## src/rtl/gp_pkg.sv

```systemverilog
// Shared types and default sizing for the command scheduler.
package gp_pkg;

  localparam int unsigned DefPktBits       = 56;
  localparam int unsigned DefFifoDepth     = 4;
  localparam int unsigned DefTimeoutCycles = 1024;

  typedef enum logic [1:0] {
    StIdle,
    StLaunch,
    StWaitDone
  } sched_state_e;

endpackage

```

## src/rtl/cmd_fifo.sv

```systemverilog
// Synchronous first-word-fall-through FIFO; head entry is visible on rdata_o while not empty.
module cmd_fifo #(
  parameter int unsigned Width = 57,
  parameter int unsigned Depth = 4
) (
  input  logic                     clk_i,
  input  logic                     rst_ni,
  input  logic                     push_i,
  input  logic                     pop_i,
  input  logic [Width-1:0]         wdata_i,
  output logic [Width-1:0]         rdata_o,
  output logic                     full_o,
  output logic                     empty_o,
  output logic [$clog2(Depth):0]   count_o
);

  localparam int unsigned AW = $clog2(Depth);

  logic [Width-1:0] mem_q [Depth];
  logic [AW-1:0]    wptr_q, wptr_d;
  logic [AW-1:0]    rptr_q, rptr_d;
  logic [AW:0]      count_q, count_d;
  logic             do_push, do_pop;

  assign full_o  = (count_q == (AW+1)'(Depth));
  assign empty_o = (count_q == '0);
  assign count_o = count_q;
  assign rdata_o = mem_q[rptr_q];

  // A push on a full FIFO is legal only alongside a pop; the caller gates it.
  assign do_push = push_i && (!full_o || pop_i);
  assign do_pop  = pop_i && !empty_o;

  always_comb begin
    wptr_d  = wptr_q;
    rptr_d  = rptr_q;
    count_d = count_q;
    if (do_push) wptr_d = wptr_q + AW'(1);
    if (do_pop)  rptr_d = rptr_q + AW'(1);
    unique case ({do_push, do_pop})
      2'b10:   count_d = count_q + (AW+1)'(1);
      2'b01:   count_d = count_q - (AW+1)'(1);
      default: count_d = count_q;
    endcase
  end

  always_ff @(posedge clk_i or negedge rst_ni) begin
    if (!rst_ni) begin
      wptr_q  <= '0;
      rptr_q  <= '0;
      count_q <= '0;
    end else begin
      wptr_q  <= wptr_d;
      rptr_q  <= rptr_d;
      count_q <= count_d;
    end
  end

  always_ff @(posedge clk_i) begin
    if (do_push) mem_q[wptr_q] <= wdata_i;
  end

endmodule

```

## src/rtl/cmd_scheduler.sv

```systemverilog
// Queues incoming packets and dispatches them one at a time to the program or symbol engine,
// waiting for the matching done pulse or a timeout before launching the next command.
module cmd_scheduler
  import gp_pkg::*;
#(
  parameter int unsigned PKT_BITS       = DefPktBits,
  parameter int unsigned FIFO_DEPTH     = DefFifoDepth,
  parameter int unsigned TIMEOUT_CYCLES = DefTimeoutCycles
) (
  input  logic                        i_clk,
  input  logic                        n_btn_rst,
  input  logic                        i_pkt_valid,
  input  logic                        i_pkt_sym,
  input  logic [PKT_BITS-1:0]         i_pkt_data,
  output logic [PKT_BITS-1:0]         o_cmd_data,
  output logic                        o_prog_start,
  output logic                        o_sym_start,
  input  logic                        i_prog_done,
  input  logic                        i_sym_done,
  output logic                        o_busy,
  output logic [$clog2(FIFO_DEPTH):0] o_fifo_count,
  output logic                        o_overflow,
  output logic                        o_timeout,
  input  logic                        i_clr_err
);

  localparam int unsigned TW = (TIMEOUT_CYCLES > 1) ? $clog2(TIMEOUT_CYCLES) : 1;

  sched_state_e        state_q;
  logic [PKT_BITS-1:0] cmd_data_q;
  logic                sym_flag_q;
  logic                prog_start_q;
  logic                sym_start_q;
  logic [TW-1:0]       tmo_cnt_q;
  logic                overflow_q, overflow_d;
  logic                timeout_q, timeout_d;

  logic                fifo_full, fifo_empty, fifo_pop, fifo_push;
  logic [PKT_BITS:0]   fifo_head;
  logic                eng_done, tmo_hit, overflow_set, timeout_set;

  assign fifo_pop     = (state_q == StIdle) && !fifo_empty;
  assign fifo_push    = i_pkt_valid && (!fifo_full || fifo_pop);
  assign overflow_set = i_pkt_valid && fifo_full && !fifo_pop;

  // Only the engine that was launched can end the dispatch.
  assign eng_done    = sym_flag_q ? i_sym_done : i_prog_done;
  assign tmo_hit     = (tmo_cnt_q == TW'(TIMEOUT_CYCLES - 1));
  assign timeout_set = (state_q == StWaitDone) && !eng_done && tmo_hit;

  cmd_fifo #(
    .Width (PKT_BITS + 1),
    .Depth (FIFO_DEPTH)
  ) u_cmd_fifo (
    .clk_i   (i_clk),
    .rst_ni  (n_btn_rst),
    .push_i  (fifo_push),
    .pop_i   (fifo_pop),
    .wdata_i ({i_pkt_sym, i_pkt_data}),
    .rdata_o (fifo_head),
    .full_o  (fifo_full),
    .empty_o (fifo_empty),
    .count_o (o_fifo_count)
  );

  always_ff @(posedge i_clk or negedge n_btn_rst) begin
    if (!n_btn_rst) begin
      state_q      <= StIdle;
      cmd_data_q   <= '0;
      sym_flag_q   <= 1'b0;
      prog_start_q <= 1'b0;
      sym_start_q  <= 1'b0;
      tmo_cnt_q    <= '0;
    end else begin
      prog_start_q <= 1'b0;
      sym_start_q  <= 1'b0;
      unique case (state_q)
        StIdle: begin
          if (!fifo_empty) begin
            cmd_data_q   <= fifo_head[PKT_BITS-1:0];
            sym_flag_q   <= fifo_head[PKT_BITS];
            // Start pulses are registered so they appear during LAUNCH.
            prog_start_q <= !fifo_head[PKT_BITS];
            sym_start_q  <= fifo_head[PKT_BITS];
            state_q      <= StLaunch;
          end
        end
        StLaunch: begin
          tmo_cnt_q <= '0;
          state_q   <= StWaitDone;
        end
        StWaitDone: begin
          if (eng_done || tmo_hit) begin
            state_q <= StIdle;
          end else begin
            tmo_cnt_q <= tmo_cnt_q + TW'(1);
          end
        end
        default: state_q <= StIdle;
      endcase
    end
  end

  // Set takes priority over the synchronous clear.
  always_comb begin
    overflow_d = overflow_q;
    timeout_d  = timeout_q;
    if (i_clr_err) begin
      overflow_d = 1'b0;
      timeout_d  = 1'b0;
    end
    if (overflow_set) overflow_d = 1'b1;
    if (timeout_set)  timeout_d  = 1'b1;
  end

  always_ff @(posedge i_clk or negedge n_btn_rst) begin
    if (!n_btn_rst) begin
      overflow_q <= 1'b0;
      timeout_q  <= 1'b0;
    end else begin
      overflow_q <= overflow_d;
      timeout_q  <= timeout_d;
    end
  end

  assign o_cmd_data   = cmd_data_q;
  assign o_prog_start = prog_start_q;
  assign o_sym_start  = sym_start_q;
  assign o_busy       = (state_q != StIdle);
  assign o_overflow   = overflow_q;
  assign o_timeout    = timeout_q;

endmodule

```

## config.mk

```make
export PLATFORM = sky130hd
export DESIGN_NAME = cmd_scheduler
export DESIGN_NICKNAME = d
export VERILOG_FILES = /design/src/rtl/gp_pkg.sv /design/src/rtl/cmd_fifo.sv /design/src/rtl/cmd_scheduler.sv
export SDC_FILE = /design/constraint.sdc
export NUM_CORES = 1
export LEC_CHECK = 0
export BUFFER_PORTS_ARGS = -buffer_cell sky130_fd_sc_hd__buf_2
export CAP_MARGIN = 20
export CORE_MARGIN = 2
export CORE_UTILIZATION = 58
export CTS_BUF_LIST = sky130_fd_sc_hd__clkbuf_16
export CTS_CLUSTER_DIAMETER = 120
export CTS_CLUSTER_SIZE = 16
export DETAILED_ROUTE_END_ITERATION = 6
export PLACE_DENSITY = 0.79
export SYNTH_ARGS = -nofsm -noshare
export SYNTH_HDL_FRONTEND = slang
export SYNTH_HIERARCHICAL = 1
export SYNTH_SLANG_ARGS = --single-unit
export TNS_END_PERCENT = 10
```

## constraint.sdc

```tcl
create_clock -name i_clk -period 3.8 [get_ports i_clk]
set_clock_uncertainty 0.2 [all_clocks]
set_input_delay 0.38 -clock i_clk [delete_from_list [all_inputs] [get_ports i_clk]]
set_output_delay 0.38 -clock i_clk [all_outputs]
set_load 0.01 [all_outputs]
```

==> Yosys cells after proc, flatten, opt, wreduce, memory -nomap -nowiden <==
Memories as Yosys holds them, arrays and structs flattened.
Index checks and enable logic that the tools add are counted.
{ "totals": {"ff_bits": 80, "ram_bits": 228, "in_bits": 63, "out_inout_bits": 64, "elab_cells": 68, "n_memories": 1} }
{ "memory_table": {"columns": ["name", "depth", "word_bits", "rd", "rd_ports_with_merged_regs", "write_ports", "line_no", "text"], "rows": [
  ["u_cmd_fifo.mem_q", 4, 57, 1, 0, 1, "cmd_fifo.sv:19", "logic [Width-1:0] mem_q [Depth];"]
]} }
{ "classes": {"addsub": 5, "eq_ne": 9, "mux": 16, "bitwise": 1, "reduce_logical": 25} }
{ "ops": {"columns": ["cell", "count"], "rows": [
  ["10-bit case mux with 2 select lines", 1],
  ["10-bit by 1-bit adder with 10-bit output, second input constant", 1],
  ["10-bit == test, second input constant", 1],
  ["1-bit two-way mux", 10],
  ["10-bit two-way mux", 1],
  ["2-bit nonzero test", 5],
  ["1-bit logical AND", 8],
  ["2-bit case mux with 3 select lines", 1],
  ["3-bit case mux with 2 select lines", 1],
  ["2-bit AND reduction", 3],
  ["1-bit zero test", 5],
  ["2-bit by 1-bit adder with 2-bit output, second input constant", 2],
  ["2-bit by 1-bit == test with 1-bit output, second input constant", 2],
  ["2-bit == test, second input constant", 2],
  ["2-bit two-way mux", 2],
  ["2-bit inequality test, second input constant", 2],
  ["3-bit by 1-bit adder with 3-bit output, second input constant", 1],
  ["3-bit == test, second input constant", 1],
  ["3-bit zero test", 1],
  ["3-bit by 1-bit subtractor with 3-bit output, second input constant", 1],
  ["2-bit zero test", 1],
  ["1-bit logical OR", 2],
  ["2-bit by 1-bit inequality test with 1-bit output, second input constant", 1],
  ["1-bit NOT", 1]
]} }

==> Longest topological paths before layout <==
Gate-level depths: netlist (run 1).
{ "logic_depth": {"ltp_word": 8, "depth_mapped": 13, "ltp_nobuf": 11} }

==> By module <==
Netlist (run 1), hierarchy kept.
{ "modules_own_cells": {"columns": ["module", "instances", "cells_each", "area_per_inst_um2", "seq_area_each_um2"], "rows": [
  ["cmd_fifo", 1, 336, 8639.5, 7021.7],
  ["cmd_scheduler", 1, 318, 2934.1, 1826.8]
]} }

==> Worst setup path before layout (run 1) <==
OpenSTA, ideal clock, no wires.
{ "synth_timing": {"path_type": "reg-to-reg", "startpoint": "register u_cmd_fifo.count_q[0] (netlist: u_cmd_fifo/count_o[0])", "endpoint": "memory u_cmd_fifo.mem_q[0][0] (enable)", "setup_ps": 389, "arrival_time_ps": 2351, "required_ps": 3211, "path_slack_ps": 859, "path_stages_with_launch": 8, "n_path_buf": 2, "synth_period_minus_slack_ps": 2941, "cell_sequence": "dfrtp_1 -> nor3_1 -> or3_1 -> buf_2 -> clkbuf_1 -> a21boi_0 -> o21a_4 -> and2_2"} }
{ "synth_via": {"elab_chain_len": 8, "word_cells_on_any_way": 10, "cone_classes": "1 x eq/ne; 2 x mux; 7 x reduce/logical"} }
{ "synth_lines": {"columns": ["item", "line_no", "text"], "rows": [
  ["start, declared", "cmd_fifo.sv:22", "logic [AW:0] count_q, count_d;"],
  ["start signal, assigned", "cmd_fifo.sv:55", "count_q <= count_d;"],
  ["3-bit zero test", "cmd_fifo.sv:26", "assign empty_o = (count_q == '0);"],
  ["via fifo_empty", "cmd_scheduler.sv:38", "logic fifo_full, fifo_empty, fifo_pop, fifo_push;"],
  ["1-bit zero test", "cmd_scheduler.sv:42", "assign fifo_pop = (state_q == StIdle) && !fifo_empty;"],
  ["1-bit logical AND", "cmd_scheduler.sv:42", null],
  ["1-bit logical OR", "cmd_scheduler.sv:43", "assign fifo_push = i_pkt_valid && (!fifo_full || fifo_pop);"],
  ["1-bit logical AND", "cmd_scheduler.sv:43", null],
  ["via fifo_push", "cmd_scheduler.sv:38", null],
  ["1-bit logical AND", "cmd_fifo.sv:31", "assign do_push = push_i && (!full_o || pop_i);"],
  ["1-bit two-way mux", "cmd_fifo.sv:60", "if (do_push) mem_q[wptr_q] <= wdata_i;"],
  ["1-bit two-way mux (not written as such)", "cmd_fifo.sv:60", null],
  ["end, declared", "cmd_fifo.sv:19", null]
]} }
The timed path passes the listed nets, and every way through them passes these cells.

==> Final worst setup path (run 1) <==
{ "layout_timing": {"startpoint": "register u_cmd_fifo.count_q[0] (netlist: u_cmd_fifo/count_o[0])", "endpoint": "memory u_cmd_fifo.mem_q[1][26] (enable)"} }
Same word-level chain as after synthesis.

==> results of run 1 <==
final timing paths:
| kind | start | end | slack [ns] | cells after the start |
|---|---|---|---|---|
| worst max-delay path | u_cmd_fifo/count_o[0] | u_cmd_fifo/mem_q[1][26] | 0.88 | 6 |
| worst min-delay path | i_prog_done | tmo_cnt_q[2] | 0.15 | 4 |
| worst max register to register | u_cmd_fifo/count_o[0] | u_cmd_fifo/mem_q[1][26] | 0.88 | 6 |
| worst min register to register | o_cmd_data[1] | o_cmd_data[1] | 0.27 | 2 |
| max in group asynchronous | n_btn_rst | u_cmd_fifo/rptr_q[0] | 2.59 | 3 |
| min in group asynchronous | n_btn_rst | o_cmd_data[17] | 0.17 | 2 |
synthesized netlist by cell type (2+ instances only):
cell type	number
edfxtp_1	228
nand2_1	176
dfrtp_1	80
mux4_2	57
inv_1	10
buf_2	9
clkbuf_1	9
ha_1	6
o21ai_0	6
buf_6	5
nand3_1	5
nand4_1	5
and2_2	4
mux2i_1	4
nor3_1	4
o211ai_1	4
and4_1	3
buf_1	3
nor2_1	3
xnor2_1	3
xor2_1	3
and2_1	2
buf_4	2
o31ai_1	2
or3_1	2
flip-flops by register name, indices dropped and copies added, names as in the netlist, 2 cells and up:
name,cells
u_cmd_fifo/mem_q,228
o_cmd_data,56
tmo_cnt_q,10
u_cmd_fifo/count_o,3
state_q,2
u_cmd_fifo/rptr_q,2
u_cmd_fifo/wptr_q,2
stage by stage:
stage	cells	utilization (%)	setup slack [ns]	instance area, sq um	power [mW]
floorplan	654	-	0.859	11600	7.27
global placement	1028	64.1	1.00	12500	8.24
detailed placement	1028	64.1	0.900	12500	8.41
CTS	1130	70.6	0.884	13800	10.7
global route	1132	70.8	0.731	13800	11.2
finish	1132	70.8	0.881	13800	10.6
critical path, cell delays in order (launching register included):
cell	delay, ns
dfrtp_1	0.44
nor3_1	0.08
or3_2	0.60
a21boi_0	0.30
o21a_4	0.22
and2_4	0.42
buf_12	0.29
where the power goes:
| group | leakage [nW] | internal (mW) | switching [mW] |
|---|---|---|---|
| registers | 3.09 | 4.59 | 0.538 |
| logic | 1.98 | 1.43 | 1.89 |
| clock network | 0.385 | 1.11 | 1.09 |
metal layers:
metal / routed length [um] / GRT usage [%]
met5: 0 / 0
met4: 591 / 7.30
met3: 1650 / 4.09
met2: 12200 / 38.9
met1: 9350 / 31.1
cells by family after synthesis:
| group | count (synthesis) |
|---|---|
| buf+inv | 39 |
| simple gates | 210 |
| mux | 62 |
| xor+xnor | 6 |
| compound gates | 22 |
| fa+ha+maj | 7 |
| flops | 308 |
repair_timing:
| action | CTS | global route |
|---|---|---|
| hold endpoints to repair | 310 | 0 |
| setup buffers | 0 | 0 |
| hold buffers | 60 | 0 |
final cells by class:
class                   instances  share of cell area [%]
multi-input cells             307                    18.3
clock inverters                19                   0.643
repair buffers                198                    10.1
diodes                          1                  0.0181
inverters                      11                   0.299
flip-flops and latches        308                    64.1
well taps                     265                    2.40
clock buffers                  23                    4.17
==> key figures, run 1 <==
Routing
  – Drc violations: 0
  – Vias: 6420
  – Routed WL per cell: approximately 21 um
  – Pre-antenna DRT Iters: 4
  – Iteration-0 DRC Markers: ~570
  – Post-route ant nets: 0
  – Routed WL: 23800 um
  – Vias per std cell: between 5 and 6

Worst setup path
  – Crit end category: flip-flop
  – Worst Path Max Fanout: 32
  – Crit path required time: around 3.8 ns
  – Worst EP arrival: ~2.9 ns
  – Worst Setup Path Type: flip-flop to flip-flop
  – Startpoint Class: flip-flop

Power
  – Pwr dens: 770 nW/um^2
  – Peak VDD IR: 475 uV
  – Leak pwr: 5.45 nW

Run
  – Maxcap violations: 0

Clocking
  – Worst skew pair latency: around 0.52 ns
  – Post-cts resize count: 0
  – H-tree depth: 1
  – Max Root-Sink Buffers: 3
  – Clock Tree Root: clkbuf_16
  – Worst-path clk slew: around 0.07 ns
  – Clock sink count: a little over 300
  – CTS tree: yes
  – TritonCTS buffer count: 23

Cells and area
  – Most frequent cells in the layout: edfxtp_1, nand2_1, buf_2
  – Nets: around 900
  – Register area: 8850 sq um
  – Multi-input gate area in the final layout: 2530 sq um
  – Share of layout cells above drive strength 1: 26.9%
  – Fillcell total: 1201
  – Commonest non-fill, non-tap cell in the layout: edfxtp_1
  – Syn-to-layout area delta: 19.4%

Synth
  – Post-synthesis compound-gate area fraction: between 1 and 1.5%
  – Post-synthesis cell count: around 650
  – Async set-reset flop share out of synthesis: roughly 26%
  – Post-Syn Area: ~12000 sq um
  – Post-Synth XOR/XNOR Area: less than 1%
  – Combinational family with the most area after synthesis: multiplexers
  – Leading area contributor after synthesis: edfxtp_1
  – Synth unique cells: 44
  – Synth Area in Simple Gates: 7.55%
  – Area contributors post-synth: edfxtp_1, dfrtp_1, mux4_2, nand2_1, ha_1
  – Synth Area in Adders: less than 1%
  – Post-Syn Nets: 724
  – Synth top area share: roughly three fifths
  – Syn. warnings: 6
  – Yosys reg bits: between 300 and 400
  – Post-synth EDFFs: between 200 and 250
  – Top_reg_cell synth: edfxtp_1
  – Multiplexer area fraction after synthesis: a little under an eighth
  – Register area share after synthesis: between 70% and 80%
  – Mapped Avg Cell Area: approximately 18 sq um

Timing
  – Normalized max-slew margin: 40.0%
  – Final hold violations: 0
  – Worst-Margin Slew: 0.900 ns
  – Min Tclk post-route: just under 3 ns
  – Setup TNS: 0 ns
  – Endpoints failing setup: 0
  – Worst hold margin: 0.149 ns
  – Max-slew violations: 0
  – Max Freq: 0.343 GHz
  – Period Utilization, post-route: roughly three quarters
  – Unrepaired setup endpoints after global routing: false

Outcome
  – Status: finished, final reports clean

Die
  – Total I/O pin count: 127
  – Starting density of the core: 59.3%
  – Placement row count: 51
  – Die H: around 150 um
  – Full die area: between 20000 and 25000 sq um
  – Core Area: roughly 20000 sq um
  – Die X: about 150 um

Global route
  – Vias in the first global route: between 6k and 7k
  – GRT Util Overall: between 20% and 30%
  – Total congestion overflow: 0
  – Largest net degree at the start of global routing: 81
  – Initial antenna violation count: 1
  – First-pass GRT wire length: roughly 38000 um

Placement
  – Final HPWL DP: about 14000 um
  – Final GP Congestion: approximately 0.85
  – Port Buffers: 126

Hold path
  – Worst Hold Class: input port to flip-flop
(Power assumes the default switching activity.)
==> run 2: changes to the inputs <==
--- a/config.mk
+++ b/config.mk
@@ -8,12 +8,12 @@
 export BUFFER_PORTS_ARGS = -buffer_cell sky130_fd_sc_hd__buf_2
 export CAP_MARGIN = 20
 export CORE_MARGIN = 2
-export CORE_UTILIZATION = 58
+export CORE_UTILIZATION = 52
 export CTS_BUF_LIST = sky130_fd_sc_hd__clkbuf_16
 export CTS_CLUSTER_DIAMETER = 120
 export CTS_CLUSTER_SIZE = 16
 export DETAILED_ROUTE_END_ITERATION = 6
-export PLACE_DENSITY = 0.79
+export PLACE_DENSITY = 0.75
 export SYNTH_ARGS = -nofsm -noshare
 export SYNTH_HDL_FRONTEND = slang
 export SYNTH_HIERARCHICAL = 1
==> constraint.sdc (replaced) <==
create_clock -name i_clk -period 2.6 [get_ports i_clk]
set_clock_uncertainty 0.2 [all_clocks]
set_input_delay 0.26 -clock i_clk [delete_from_list [all_inputs] [get_ports i_clk]]
set_output_delay 0.26 -clock i_clk [all_outputs]
set_load 0.01 [all_outputs]
==> run 2 against run 1 <==
Compared with the run above: setup slack lost 0.74 ns; register-to-register slack lost 0.74 ns; critical path depth grew 5; clock-buffer cell count is the same; critical path type unchanged; wire length shrank 0.27%; largest power group unchanged; core utilization shrank 6.3 points.
==> key figures, run 2 (same netlist as run 1, synthesis figures left out) <==
Routing
  – Vias per std cell: 5.52 (-2.7%)
  – Vias: 6407 (-0.20%)
  – Iteration-0 DRC Markers: 377 (-34%)
  – Pre-antenna DRT Iters: 4 (unchanged)
  – Routed WL per cell: 20.4 um (-2.8%)
  – Routed WL: 23700 um (-0.27%)
  – Drc violations: 0 (unchanged)
  – Post-route ant nets: 0 (unchanged)

Cells and area
  – Most frequent cells in the layout: edfxtp_1, nand2_1, buf_2
  – Share of layout cells above drive strength 1: 28.6% (+1.7 points)
  – Fillcell total: 1523 (+27%)
  – Largest register FFs: 228 (unchanged)
  – Biggest register: u_cmd_fifo/mem_q
  – Syn-to-layout area delta: 21.6%
  – Nets: 934 (+1.6%)
  – Commonest non-fill, non-tap cell in the layout: edfxtp_1

Power
  – Pwr dens: 1120 nW/um^2 (+46%)
  – Peak VDD IR: 690 uV (+45%)
  – Leak pwr: 5.55 nW (+1.9%)

Clocking
  – Worst skew pair latency: 0.51 ns (about the same)
  – Clock sink count: 308 (unchanged)
  – CTS tree: yes
  – H-tree depth: 1 (unchanged)
  – TritonCTS buffer count: 23 (unchanged)
  – Worst-path clk slew: 0.07 ns (about the same)
  – Clock Tree Root: clkbuf_16
  – Max Root-Sink Buffers: 3 (unchanged)

Die
  – Die X: 153 um (+5.5%)
  – Placement row count: 54 (+5.9%)
  – Full die area: 23500 sq um (+11%)
  – Starting density of the core: 53.0% (-6.2 points)
  – Core Area: 21800 sq um (+12%)
  – Total I/O pin count: 127 (unchanged)
  – Die H: 153 um (+5.5%)

Worst setup path
  – Worst EP arrival: 2.69 ns (-0.23 ns)
  – Crit path buf inv count: 3 (+2)
  – Worst Setup Path Type: flip-flop to flip-flop
  – Crit end category: flip-flop
  – Worst Path Max Fanout: 4 (-88%)
  – CP max-delay cell: dfrtp_2
  – CP most frequent cell: inv_1
  – Worst path max stage delay: 0.43 ns (-0.17 ns)
  – Crit path required time: 2.83 ns (-0.97 ns)
  – Startpoint Class: flip-flop
  – Crit path cell chain: or3b_4 > inv_1 > a21boi_1 > o21a_4 > inv_1 > ha_2 > inv_1 > fa_1 > xor2_1 > nor2_1 > xor2_1
  – Critical path's top delay family: adder cells

Timing
  – Max Freq: 0.407 GHz (+19%)
  – Max-slew violations: 0 (unchanged)
  – Min Tclk post-route: 2.46 ns (-0.462 ns)
  – Endpoints failing setup: 0 (unchanged)
  – Setup WS post-layout: 0.143 ns (-0.738 ns)
  – Worst-Margin Slew: 0.517 ns (-0.383 ns)
  – Worst hold margin: 0.0480 ns (-0.101 ns)
  – Normalized max-slew margin: 65.5% (+26 points)
  – Final hold violations: 0 (unchanged)
  – Period Utilization, post-route: 94.5% (+18 points)

Placement
  – Pre-CTS setup slack: 0.0306 ns (-0.869 ns)
  – Port Buffers: 126 (unchanged)
  – Final HPWL DP: 15100 um (+8.8%)
  – Final GP Congestion: 0.856 (+1.0%)

Global route
  – Initial antenna violation count: 1 (unchanged)
  – First-pass GRT wire length: 38000 um (+0.84%)
  – GRT Util Overall: 20.5% (-2.6 points)
  – Vias in the first global route: 6922 (+1.5%)
  – Total congestion overflow: 0 (unchanged)
  – Largest net degree at the start of global routing: 49 (-40%)

Hold path
  – Worst Hold Class: input port to asynchronous set/reset pin

Outcome
  – Status: finished, final reports clean

Run
  – Maxcap violations: 0 (unchanged)
[run 2: where the power goes]
| group | total, mW | internal, mW | switching [mW] |
|---|---|---|---|
| registers | 7.33 | 6.71 | 0.614 |
| clock network | 3.17 | 1.61 | 1.57 |
| logic | 5.27 | 2.37 | 2.90 |
| total | 15.8 | 10.7 | 5.08 |
[run 2: cell type report]
class                           instances  area [sq um]  share of cell area, %
Tap cell                              280           350                   2.49
Antenna cell                            1          2.50                 0.0178
Clock buffer                           23           576                   4.09
Timing Repair Buffer                  213          1620                   11.5
Inverter                               11          41.3                  0.293
Multi-Input combinational cell        307          2540                   18.0
Clock inverter                         18          80.1                  0.569
Sequential cell                       308          8860                   63.0
[run 2: worst paths after layout]
kind | start | end | slack, ns | depth (start not counted)
setup / recovery | u_cmd_fifo/count_o[0] | u_cmd_fifo/count_o[2] | 0.14 | 11
hold / removal | n_btn_rst | o_cmd_data[15] | 0.05 | 2
setup reg to reg | u_cmd_fifo/count_o[0] | u_cmd_fifo/count_o[2] | 0.14 | 11
hold reg to reg | o_cmd_data[52] | o_cmd_data[52] | 0.27 | 2
max in group asynchronous | n_btn_rst | u_cmd_fifo/rptr_q[0] | 1.50 | 3
min in group i_clk | i_prog_done | tmo_cnt_q[2] | 0.06 | 4
[run 2: per-layer routing]
metal	GRT usage, %	vias up	share of wire [%]
met4	5.11	0	2.0
met5	0	-	0
li1	-	2859	-
met2	34.3	217	51
met3	3.32	41	5.7
met1	28.7	3290	42
[run 2: timing repair]
item	in CTS	in global routing
endpoints found under the setup margin	0	1
hold endpoints to repair	310	0
resized for setup	0	5
hold buffers	60	0
buffers inserted	0	1
[run 2: metrics by stage]
stage	std cells	total power, mW	area, sq um	util [%]	TNS [ns]
floorplan	654	10.6	11600	-	0
detailed placement	1058	12.6	12800	58.6	0
global route	1161	16.7	14100	64.5	-0.0257
global placement	1058	12.4	12800	58.6	0
finish	1161	15.8	14100	64.5	0
CTS	1159	15.9	14000	64.4	0
